`src/rtl/uart_pkg.sv`:
```
// Shared UART constants and helpers.
// Frame length follows UART_TX_PARITY_EN (even parity after bit 7).
package uart_pkg;

    localparam int DATA_BITS = 8;

`ifdef UART_TX_PARITY_EN
    localparam int FRAME_BITS = 11;
`else
    localparam int FRAME_BITS = 10;
`endif

    localparam logic START_BIT = 1'b0;
    localparam logic STOP_BIT  = 1'b1;

    typedef enum logic {
        TX_IDLE,
        TX_SEND
    } tx_state_e;

    function automatic int bps_cnt(input int clk_freq, input int bps);
        return clk_freq / bps;
    endfunction

endpackage

```
`src/rtl/uart_edge_det.sv`:
```
// Two-flop synchroniser with a rising-edge pulse.
// Shared by the transmit request and the receive-side indicators.
module uart_edge_det (
    input  logic sys_clk,
    input  logic sys_rst,
    input  logic sig_in,
    output logic sig_rise
);

    logic sig_d0;
    logic sig_d1;

    always_ff @(posedge sys_clk or negedge sys_rst) begin
        if (!sys_rst) begin
            sig_d0 <= 1'b0;
            sig_d1 <= 1'b0;
        end else begin
            sig_d0 <= sig_in;
            sig_d1 <= sig_d0;
        end
    end

    assign sig_rise = sig_d0 & ~sig_d1;

endmodule

```
`src/rtl/uart_send.sv`:
```
// Byte-serial UART transmitter, 8N1 LSB first.
// Define UART_TX_PARITY_EN to insert an even-parity bit after bit 7.
module uart_send
    import uart_pkg::*;
#(
    parameter int CLK_FREQ = 50_000_000,
    parameter int UART_BPS = 115200
) (
    input  logic       sys_clk,
    input  logic       sys_rst,
    input  logic       uart_en,
    input  logic [7:0] uart_din,
    output logic       uart_txd,
    output logic       tx_busy,
    output logic       tx_drop
);

    localparam int BPS_CNT = bps_cnt(CLK_FREQ, UART_BPS);
    localparam int CW      = $clog2(BPS_CNT);
    localparam int FW      = $clog2(FRAME_BITS);

    localparam logic [CW-1:0] CNT_MAX  = CW'(BPS_CNT - 1);
    localparam logic [FW-1:0] LAST_BIT = FW'(FRAME_BITS - 1);

    tx_state_e       state;
    logic            en_req;
    logic [7:0]      tx_data;
    logic [CW-1:0]   clk_cnt;
    logic [FW-1:0]   tx_cnt;
    logic [FRAME_BITS-1:0] frame;

    uart_edge_det u_en_det (
        .sys_clk (sys_clk),
        .sys_rst (sys_rst),
        .sig_in  (uart_en),
        .sig_rise(en_req)
    );

`ifdef UART_TX_PARITY_EN
    assign frame = {STOP_BIT, ^tx_data, tx_data, START_BIT};
`else
    assign frame = {STOP_BIT, tx_data, START_BIT};
`endif

    assign tx_busy = (state == TX_SEND);

    always_ff @(posedge sys_clk or negedge sys_rst) begin
        if (!sys_rst) begin
            state    <= TX_IDLE;
            uart_txd <= STOP_BIT;
            tx_drop  <= 1'b0;
            tx_data  <= '0;
            clk_cnt  <= '0;
            tx_cnt   <= '0;
        end else begin
            // Requests are never queued; one arriving mid-frame is flagged.
            tx_drop <= en_req & (state == TX_SEND);
            unique case (state)
                TX_IDLE: begin
                    uart_txd <= STOP_BIT;
                    if (en_req) begin
                        tx_data <= uart_din;
                        clk_cnt <= '0;
                        tx_cnt  <= '0;
                        state   <= TX_SEND;
                    end
                end
                TX_SEND: begin
                    if (clk_cnt == '0)
                        uart_txd <= frame[tx_cnt];
                    if (clk_cnt == CNT_MAX) begin
                        clk_cnt <= '0;
                        if (tx_cnt == LAST_BIT) begin
                            tx_cnt <= '0;
                            state  <= TX_IDLE;
                        end else begin
                            tx_cnt <= tx_cnt + 1'b1;
                        end
                    end else begin
                        clk_cnt <= clk_cnt + 1'b1;
                    end
                end
                default: state <= TX_IDLE;
            endcase
        end
    end

endmodule

```
`config.mk`:
```
export PLATFORM = sky130hd
export DESIGN_NAME = uart_send
export DESIGN_NICKNAME = d
export VERILOG_FILES = /design/src/rtl/uart_pkg.sv /design/src/rtl/uart_edge_det.sv /design/src/rtl/uart_send.sv
export SDC_FILE = /design/constraint.sdc
export NUM_CORES = 1
export LEC_CHECK = 0
export CORE_UTILIZATION = 50
export CTS_CLUSTER_DIAMETER = 40
export DETAILED_ROUTE_END_ITERATION = 10
export PLACE_DENSITY = 0.73
export SLEW_MARGIN = 20
export SYNTH_ARGS = -nofsm -noshare
export SYNTH_HDL_FRONTEND = slang
export SYNTH_SLANG_ARGS = --single-unit
```
`constraint.sdc`:
```
create_clock -name sys_clk -period 2.02 [get_ports sys_clk]
set_input_delay 0.303 -clock sys_clk [delete_from_list [all_inputs] [get_ports sys_clk]]
set_output_delay 0.303 -clock sys_clk [all_outputs]
set_load 0.005 [all_outputs]
```
# --- Word level (Yosys, flattened, before mapping) ---
# Cells that the tools add are included.
op_classes:
  muxes: 15
  magnitude_cmp: 1
  eq_ne: 5
  n_bitwise: 4
  n_reduce_logical: 3
  addsub: 2
ops:
  columns: ["op", "count"]
  rows:
  - ["9-bit two-way mux", 2]
  - ["9-bit case mux with 2 select lines", 1]
  - ["4-bit two-way mux", 3]
  - ["9-bit by 1-bit adder with 9-bit output, second input constant", 1]
  - ["9-bit == test, second input constant", 1]
  - ["9-bit logical NOT", 1]
  - ["4-bit case mux with 2 select lines", 1]
  - ["4-bit by 5-bit < comparator with 1-bit output, second input constant", 1]
  - ["1-bit two-way mux", 5]
  - ["4-bit by 1-bit adder with 4-bit output, second input constant", 1]
  - ["1-bit binary-select mux with 4-bit select", 1]
  - ["4-bit == test, second input constant", 1]
  - ["2-bit by 1-bit != test with 1-bit output, second input constant", 2]
  - ["1-bit case mux with 2 select lines", 2]
  - ["2-bit AND reduction", 2]
  - ["1-bit bitwise AND", 2]
  - ["2-bit != test, second input constant", 1]
  - ["1-bit NOT", 2]
word_totals:
  reg_bits: 26
  out_inout_bits: 3
  in_bits: 11

# --- Depth between registers and ports, before layout ---
logic_depth:
  depth_word: 4
  mapped_depth: 7

# --- Cells and area by module ---
# From an unflattened synthesis, not the netlist that was laid out.
hier_totals:
  cells_unflattened: 126
  hier_area_um2: 1335.0
by_module_without_submodules:
  columns: ["module", "cells_per_inst", "area_per_inst_um2", "seq_area_each_um2", "n_inst"]
  rows:
  - ["uart_send", 123, 1271.2, 601.8, 1]
  - ["uart_edge_det", 3, 63.8, 50.0, 1]

# --- Worst setup path before layout ---
# Ideal clock, no wire load.
synth_timing:
  path_kind: "reg-to-reg"
  from: "reg clk_cnt[0]"
  to: "reg clk_cnt[3]"
  path_slack_ns: 0.570
  path_stages_with_launch: 7
  arrival_time_ns: 1.368
  path_buffers: 1
  synth_period_minus_slack_ns: 1.450
  setup_ns: 0.082
  path_cell_list: "dfrtp_1 ha_1 and4_1 a31oi_1 buf_2 nand2b_1 a31oi_1"
synth_between:
  elab_chain_len: 3
  elab_cells_between_ends: 4
  cone_classes: "add/sub (1); eq/ne (1); mux (2)"
synth_lines:
  columns: ["element", "line_no", "rtl"]
  rows:
  - ["from (decl)", "uart_send.sv:28", "logic [CW-1:0] clk_cnt;"]
  - ["from (signal assigned)", "uart_send.sv:80", "clk_cnt <= clk_cnt + 1'b1;"]
  - ["9-bit by 1-bit adder with 9-bit output or 9-bit == test (tied branches)", "uart_send.sv:80, uart_send.sv:71", null]
  - ["9-bit two-way mux *", "uart_send.sv:71", "if (clk_cnt == CNT_MAX) begin"]
  - ["9-bit case mux with 2 select lines *", "uart_send.sv:58", "unique case (state)"]
# Mark *: on every way between the ends. The rest lies on a longest branch, timed or not.
# A chain may end at the register's enable or synchronous reset.

# --- Worst setup path in the final report ---
layout_timing:
  from: "reg state (netlist: tx_busy)"
  to: "out tx_busy"
layout_lines:
  columns: ["element", "line_no", "rtl"]
  rows:
  - ["from (decl)", "uart_send.sv:25", "tx_state_e state;"]
  - ["from (signal assigned)", "uart_send.sv:49", "state <= TX_IDLE;"]
  - ["from (signal assigned)", "uart_send.sv:65", "state <= TX_SEND;"]
  - ["from (signal assigned)", "uart_send.sv:75", "state <= TX_IDLE;"]
  - ["to (decl)", "uart_send.sv:14", "output logic tx_busy,"]
# No word-level cell between the ends.

==> out/metrics.cfg <==
[logic_synthesis]
yosysMostFrequentCell=dfrtp_1
ys_seq_area_share_pct=50.4
syn_avg_cell_area_um2=11.4
yosys_warnings=0
syn_area_um2=1290
synthArstFlopShare_pct=100
ys_seq_elements=26
syn-num-nets=129
synth_area_leader_cell=dfrtp_1
ys.flop_type=dfrtp_1
synth_top_area_share_pct=48.4
synth_top_cells_by_count=dfrtp_1 (25), mux2_2 (10), nand2_1 (9)
synth_cell_types=40
syn_inst=113
synth-edff-count=0
synthTopCellsByArea=dfrtp_1 (48%), mux2_2 (8.7%), ha_1 (4.8%), nand2_1 (2.6%), a31oi_1 (2.4%)

[final_layout]
drive_gt1_share_pct=18.9
final_cells=162
nNetsFinal=149
finalInstanceArea_um2=1510
antenna_cells=0
areaGrowthSynthToFinish_pct=16.6
num-fill-cells=201

[placement]
placed_cells=158
io_buffers=13
dpl_cell_area_um2=1480
finalWeightedCongestion=0.879
pre_cts_ws_ns=0.455
dp_hpwl_um=1720

[sta]
fin_crit_ns=1.76
finalHoldViolCount=0
setup_viol=0
worstMarginPinSlew_ns=0.439
slew_headroom_pct=70.7
drv_slew=0
fmax_ghz=0.568
period_share_pct=87.1
finalWorstSetupSlack_ns=0.260
rsz0062_at_grt=no
setup_tns_ns=0
hold-worst-slack_ns=0.327
finalClockSkew_ns=0.00658

[floorplan]
die-area_um2=2790
start_util_pct=52.7
die_h_um=52.8
rows=18
io_pins=14
core_um2=2450
dieWidth_um=52.8

[cts]
cts_buffer_depth=2
path_clk_slew_ns=0.14
hold_buffers=0
clockRootBuffer=clkbuf_4
cts_tree=yes
h-tree-depth=1
post_cts_buffers=0
cts-resized-gates=0
clk_latency_ns=0.31
cts_sinks=26
cts_inserted_buffers=3

[critical_path]
crit_fanout=9
crit_chain=clkdlybuf4s50_1
ff2ff_path_depth=4
r2r-end=tx_cnt[2]$_DFFE_PN0P_
crit_arrival_ns=1.46
slowest_stage=clkdlybuf4s50_1
cp.required_ns=1.72
r2r_start=clk_cnt[3]$_DFFE_PN0P_
cp-end-kind=primary output
r2r_slack_ns=0.43
criticalPathCategory=reg2out
critPathBufInv=1
cp-start-kind=flop
crit_family=buffers and inverters
max_stage_delay_ns=0.59

[pwr]
switching_power_uw=418
ir_drop_mv=0.675
p_clk_share_pct=16.7
switching_share_pct=31.1
combPwrFrac_pct=25.8
leakage_uw=0.000651
p_int_uw=927
pwr-share-seq_pct=57.5
powerDensity_nw_per_um2=893

[global_routing]
antenna_found_initial=0
grt_util_met1_pct=27.0
grt_busiest_layer=met2
use_met2_pct=29.3
grt_start_max_net_pins=27
grt_pass1_wl_um=3840
grtUsageTotal_pct=19.3
met3_usage_pct=4.06
grt_pass1_vias=862
grt-ovfl-total=0

[route]
wl_per_cell_um=14.2
firstDrtPassIters=4
drt-total-wl_um=2310
antenna_left=0
drtIter0Drc=5
drc=0
vias_per_cell=5.83
vias=945

[flow_run]
cap_violations=0

[min_path]
min_path_type=in2async

[status]
status=completed

power groups by stage:
| stage | logic [uW] | registers [uW] | clock network, uW |
|---|---|---|---|
| 3_3_place_gp | 338 | 777 | 0 |
| 6_report | 347 | 774 | 224 |
| 5_1_grt | 395 | 794 | 257 |
| 2_1_floorplan | 255 | 749 | 0 |
| 3_5_place_dp | 349 | 782 | 0 |
| 4_1_cts | 350 | 771 | 237 |
logic make-up (layout without fill, tap and decap cells):
family,Yosys count,in the layout,synth area share (%)
AO/OA/AOI/OAI,24,24,12.5
multiplexers,12,12,11.2
AND/OR/NAND/NOR,37,37,17.4
flip-flops,26,26,50.4
adder cells (fa/ha/maj),5,5,4.84
buffers and inverters,7,26,2.23
XOR/XNOR,2,2,1.36
cell type report:
type | count | area, um^2 | area share (%)
Timing Repair Buffer | 17 | 160 | 10.6
Clock buffer | 4 | 26.3 | 1.74
Multi-Input combinational cell | 80 | 612 | 40.6
Sequential cell | 26 | 652 | 43.3
Inverter | 5 | 18.8 | 1.25
Tap cell | 30 | 37.5 | 2.49
cell usage in the layout (no fill, tap or decap), types with 2 or more instances in the layout:
master	count
dfrtp_1	25
clkdlybuf4s50_1	13
mux2_2	10
nand2_1	9
inv_1	5
o21ai_0	5
a31oi_1	5
ha_1	5
nand3_1	4
a21oi_1	4
buf_4	4
and3_1	3
a41oi_1	3
clkbuf_4	3
nor2b_1	2
nor2_1	2
and2_1	2
nand4_1	2
nand2b_1	2
per-stage QoR:
| step | power [uW] | util, % |
|---|---|---|
| after global placement | 1110 | 60.3 |
| after CTS | 1360 | 61.4 |
| after detailed placement | 1130 | 60.3 |
| after global routing | 1450 | 61.4 |
| after floorplan | 1000 | - |
| final | 1340 | 61.4 |
registers in the layout, summed over array words and instances, names as in the netlist:
register / cells
u_en_det.sig_d0: 1
uart_txd: 1
tx_drop: 1
u_en_det.sig_d1: 1
clk_cnt: 9
tx_busy: 1
tx_cnt: 4
tx_data: 8
worst max-delay path by stage:
| stage | end | depth (start not counted) | from | slack [ns] |
|---|---|---|---|---|
| floorplan | clk_cnt[3]$_DFFE_PN0P_ | 6 | clk_cnt[0]$_DFFE_PN0P_ | 0.57 |
| global placement | clk_cnt[8]$_DFFE_PN0P_ | 5 | clk_cnt[0]$_DFFE_PN0P_ | 0.49 |
| detailed placement | tx_cnt[2]$_DFFE_PN0P_ | 6 | clk_cnt[1]$_DFFE_PN0P_ | 0.45 |
| CTS | tx_busy | 1 | tx_busy$_DFF_PN0_ | 0.25 |
| global route | tx_busy | 1 | tx_busy$_DFF_PN0_ | 0.18 |
| finish | tx_busy | 1 | tx_busy$_DFF_PN0_ | 0.26 |
routing by layer:
metal  vias to the layer above  share of wire (%)
li1                        463                  -
met1                       459                 50
met2                        19                 46
met3                         4                3.6
met4                         0               0.52
met5                         -                  0
No activity file was read; power rests on OpenSTA's default activity.
==> patch 1: new RTL, config.mk and constraints unchanged <==
`UART_BPS`: 115200 -> 460800.
--- a/src/rtl/uart_send.sv
+++ b/src/rtl/uart_send.sv
@@ -4,7 +4,7 @@
     import uart_pkg::*;
 #(
     parameter int CLK_FREQ = 50_000_000,
-    parameter int UART_BPS = 115200
+    parameter int UART_BPS = 460800
 ) (
     input  logic       sys_clk,
     input  logic       sys_rst,
Function: no difference found for any inputs over 10 cycles, from zero or initial values and one cycle with sys_rst low; that may be too few to reach the edited logic, so the function may still have changed.
==> patch 1 against the unedited design <==
- maximum frequency grew 2.1%
- worst hold slack improved by 1.3 ps
- clock power decreased by 6%
- synthesized area down 9.5%
- cell area shrank 8.8%
- setup slack better by 36 ps
- sequential cell count fell by 2
- power shrank 8.6%
- global-route usage grew 0.81 points
- synthesized cell count decreased by 13%
- critical path depth grew 4
- wire length shrank 11%
==> patch 1: results (changes against the unedited design) <==
- Result of the run: completed (unchanged).
- The via-per-instance ratio was 5.65 (was 5.83).
- The minimum clock period is 1720 ps (was 1760 ps).
- The slack of the worst reg-to-reg path came to 300 ps (was 430 ps).
- The maximum number of pins on one net before global-route repair is 25 (was 27).
- The wire length on met3 came to 72 microns (was 84 microns).
- The worst supply voltage drop on vdd is 463 uV (was 675 uV).
- The worst hold slack across all endpoints came to 329 ps (was 327 ps).
- The count of cell types in the netlist is 35 (was 40).
- The sequential cell area fraction in the yosys report is 0.514 (was 0.504).
- The area fraction in compound gates after synthesis is 0.120 (was 0.125).
- The amount of wire on met2 after detailed routing is 966 microns (was 1060 microns).
- The count of nets after finishing came to 132 (was 149).
- The post-synthesis net count is 113 (was 129).
- Cell types with the highest counts after synthesis: 23 x sky130_fd_sc_hd__dfrtp_1, 10 x sky130_fd_sc_hd__mux2_2, 5 x sky130_fd_sc_hd__nor2_1, 5 x sky130_fd_sc_hd__o21ai_0 (was 25 x sky130_fd_sc_hd__dfrtp_1, 10 x sky130_fd_sc_hd__mux2_2, 9 x sky130_fd_sc_hd__nand2_1).
- The routed length on met1 came to 1010 microns (was 1150 microns).
- The total cell area at the placement stage was 0.00135 sq mm (was 0.00148 sq mm).
- The fraction of layout cells with a size suffix above 1 is 0.172 (was 0.189).
- Main area contributors after synthesis: sky130_fd_sc_hd__dfrtp_1 49%, sky130_fd_sc_hd__mux2_2 9.6%, sky130_fd_sc_hd__ha_1 4.3% (was sky130_fd_sc_hd__dfrtp_1 48%, sky130_fd_sc_hd__mux2_2 8.7%, sky130_fd_sc_hd__ha_1 4.8%).
- The share of cell area taken by muxes after synthesis is 0.136 (was 0.112).
- The largest fanout of any net on the critical path is 7 (was 9).
- The xor/xnor share of the synthesized area was 0.0225 (was 0.0136).
- The routability congestion estimate from global placement was 0.772 (was 0.879).
- The first-pass GRT wire length came to 3720 microns (was 3840 microns).
- The post-detailed-placement half-perimeter wirelength is 1510 microns (was 1720 microns).
- The via count of the first global-routing pass is 800 (was 862).
- The mean routed wirelength per cell is 14.3 microns (was 14.2 microns).
- The met2 track utilization from global routing is 0.318 (was 0.293).
- The slew of the pin with the lowest slew margin came to 511 ps (was 439 ps).
- The post-placement cell count is 140 (was 158).
- The leakage power of the design is 0.614 nW (was 0.651 nW).
- Largest registers ranked by flip-flop count: tx_data x8, clk_cnt x7, tx_cnt x4 (was clk_cnt x9, tx_data x8, tx_cnt x4).
- The arithmetic-cell share of the synthesized area counting full adders, half adders and majority gates is 0.0428 (was 0.0484).
- The area of all sequential standard cells is 602 sq um (was 652 sq um).
patch 1: final timing paths:
check	to	cells past startpoint
setup / recovery	clk_cnt[3]	5
hold / removal	tx_drop	2
setup reg to reg	clk_cnt[3]	5
hold reg to reg	u_en_det.sig_d1	0
max in group asynchronous	uart_txd	2
min in group sys_clk	u_en_det.sig_d1	0
patch 1: worst max-delay path: stages (launching register included):
cell and delay [ps]:
sky130_fd_sc_hd__dfrtp_1 440, sky130_fd_sc_hd__ha_1 250, sky130_fd_sc_hd__and4_1 240, sky130_fd_sc_hd__a21boi_1 450, sky130_fd_sc_hd__a21oi_1 130, sky130_fd_sc_hd__mux2i_1 150
patch 1: where the power goes:
part	switching [mW]	total (mW)	internal, mW
clock network	0.134	0.211	0.0771
logic	0.123	0.312	0.189
registers	0.115	0.707	0.592
patch 1: layout make-up:
class,instances,share of cell area
Tap cell,28,0.0255
Sequential cell,24,0.438
Multi-Input combinational cell,69,0.398
Inverter,3,0.00820
Clock buffer,4,0.0191
Timing Repair Buffer,16,0.111
==> patch 2: new RTL, same settings <==
Without the edit above. Make the reset (`sys_rst`) synchronous in 2 clocked blocks.
--- a/src/rtl/uart_edge_det.sv
+++ b/src/rtl/uart_edge_det.sv
@@ -10,7 +10,7 @@
     logic sig_d0;
     logic sig_d1;
 
-    always_ff @(posedge sys_clk or negedge sys_rst) begin
+    always_ff @(posedge sys_clk) begin
         if (!sys_rst) begin
             sig_d0 <= 1'b0;
             sig_d1 <= 1'b0;
--- a/src/rtl/uart_send.sv
+++ b/src/rtl/uart_send.sv
@@ -44,7 +44,7 @@
 
     assign tx_busy = (state == TX_SEND);
 
-    always_ff @(posedge sys_clk or negedge sys_rst) begin
+    always_ff @(posedge sys_clk) begin
         if (!sys_rst) begin
             state    <= TX_IDLE;
             uart_txd <= STOP_BIT;
Behaviour: differs if sys_rst is asserted again (counterexample within 4 cycles, from zero or initial values and one cycle with sys_rst low); with sys_rst held inactive, the same outputs for 10 cycles.
==> patch 2 against the unedited design <==
- die area up 0.85%
- wire length up 22%
- sequential cell count unchanged
- critical path depth up 3
- synthesized area up 0.87%
- cell area about the same
- setup slack better by 65 ps
- synthesized cell count up 37%
- critical endpoint is now tx_cnt[3]
Power is not compared: it rests on default switching activity, and its combinational part moved more than twofold at a synthesized area within 25%.
==> patch 2: results (changes against the unedited design) <==
- Result of the run: completed (unchanged).
- The endpoint of the lowest-slack register-to-register path is tx_cnt[3] (was tx_cnt[2]).
- The data arrival at the endpoint of the critical path came to 1960 ps (was 1460 ps).
- The arithmetic-cell share of the synthesized area counting full adders, half adders and majority gates came to 0.0480 (was 0.0484).
- The slew of the pin with the lowest slew margin came to 576 ps (was 439 ps).
- The area fraction in compound gates after synthesis is 0.221 (was 0.125).
- The global-route track usage on met3 is 0.0603 (was 0.0406).
- The first-pass GRT wire length was 4550 microns (was 3840 microns).
- The met2 track utilization from global routing is 0.329 (was 0.293).
- The fraction of layout cells with a size suffix above 1 is 0.0893 (was 0.189).
- The count of cell types in the netlist was 38 (was 40).
- The routed length on met1 was 1370 microns (was 1150 microns).
- The worst clock skew was 4.59 ps (was 6.58 ps).
- The share of async-settable or async-resettable flops after synthesis was 0 (was 1.00).
- The type of the setup path with the least slack is reg2reg (was reg2out).
- The post-synthesis net count is 171 (was 129).
- The post-detailed-placement half-perimeter wirelength is 2030 microns (was 1720 microns).
- The number of cells produced by synthesis is 155 (was 113).
- The via-per-instance ratio came to 6.05 (was 5.83).
- The slack of the worst reg-to-reg path was 320 ps (was 430 ps).
- The kind of cell with the highest combined delay on the critical path is simple AND/OR/NAND/NOR gates (was buffers and inverters).
- The number of design-rule violations left by the first detailed-router iteration came to 26 (was 5).
- The mean routed wirelength per cell was 14.2 microns (about the same).
- The count of nets after finishing is 185 (was 149).
- Main area contributors after synthesis: sky130_fd_sc_hd__dfxtp_1 40%, sky130_fd_sc_hd__o21ai_0 6.5%, sky130_fd_sc_hd__nand2_1 5.2% (was sky130_fd_sc_hd__dfrtp_1 48%, sky130_fd_sc_hd__mux2_2 8.7%, sky130_fd_sc_hd__ha_1 4.8%).
- Cell types with the highest counts after synthesis: 26 x sky130_fd_sc_hd__dfxtp_1, 18 x sky130_fd_sc_hd__nand2_1, 17 x sky130_fd_sc_hd__o21ai_0 (was 25 x sky130_fd_sc_hd__dfrtp_1, 10 x sky130_fd_sc_hd__mux2_2, 9 x sky130_fd_sc_hd__nand2_1).
- The delay of the slowest critical-path stage was 500 ps (was 590 ps).
- The global-route usage over all layers is 0.227 (was 0.193).
- The routability congestion estimate from global placement was 0.873 (was 0.879).
- The maximum number of pins on one net before global-route repair came to 15 (was 27).
- The amount of wire on met2 after detailed routing came to 1260 microns (was 1060 microns).
- The sequential cell area fraction in the yosys report is 0.399 (was 0.504).
-- patch 2: cell types whose count changed after synthesis, moves of 9 or more --
cell / delta
sky130_fd_sc_hd__o21ai_0: +12
sky130_fd_sc_hd__dfxtp_1: +26
sky130_fd_sc_hd__nand2_1: +9
sky130_fd_sc_hd__dfrtp_1: -25
sky130_fd_sc_hd__mux2_2: -10
-- patch 2: stage by stage --
step / cell area, sq um / setup WS, ps / hold slack [ps] / power [mW] / utilization
floorplan: 1300 / 459 / 430 / 0.621 / -
global placement: 1470 / 445 / 443 / 0.681 / 0.594
detailed placement: 1470 / 352 / 451 / 0.683 / 0.594
CTS: 1510 / 335 / 485 / 0.944 / 0.609
global route: 1510 / 204 / 503 / 0.979 / 0.609
finish: 1510 / 325 / 484 / 0.939 / 0.609
-- patch 2: area by class of cell --
cell class | instances | area [sq um]
inverter | 5 | 18.8
fill | 242 | 970
timing repair buffer | 19 | 175
tap | 30 | 37.5
clock buffer | 4 | 36.3
sequential | 26 | 520
multi-input combinational | 114 | 719
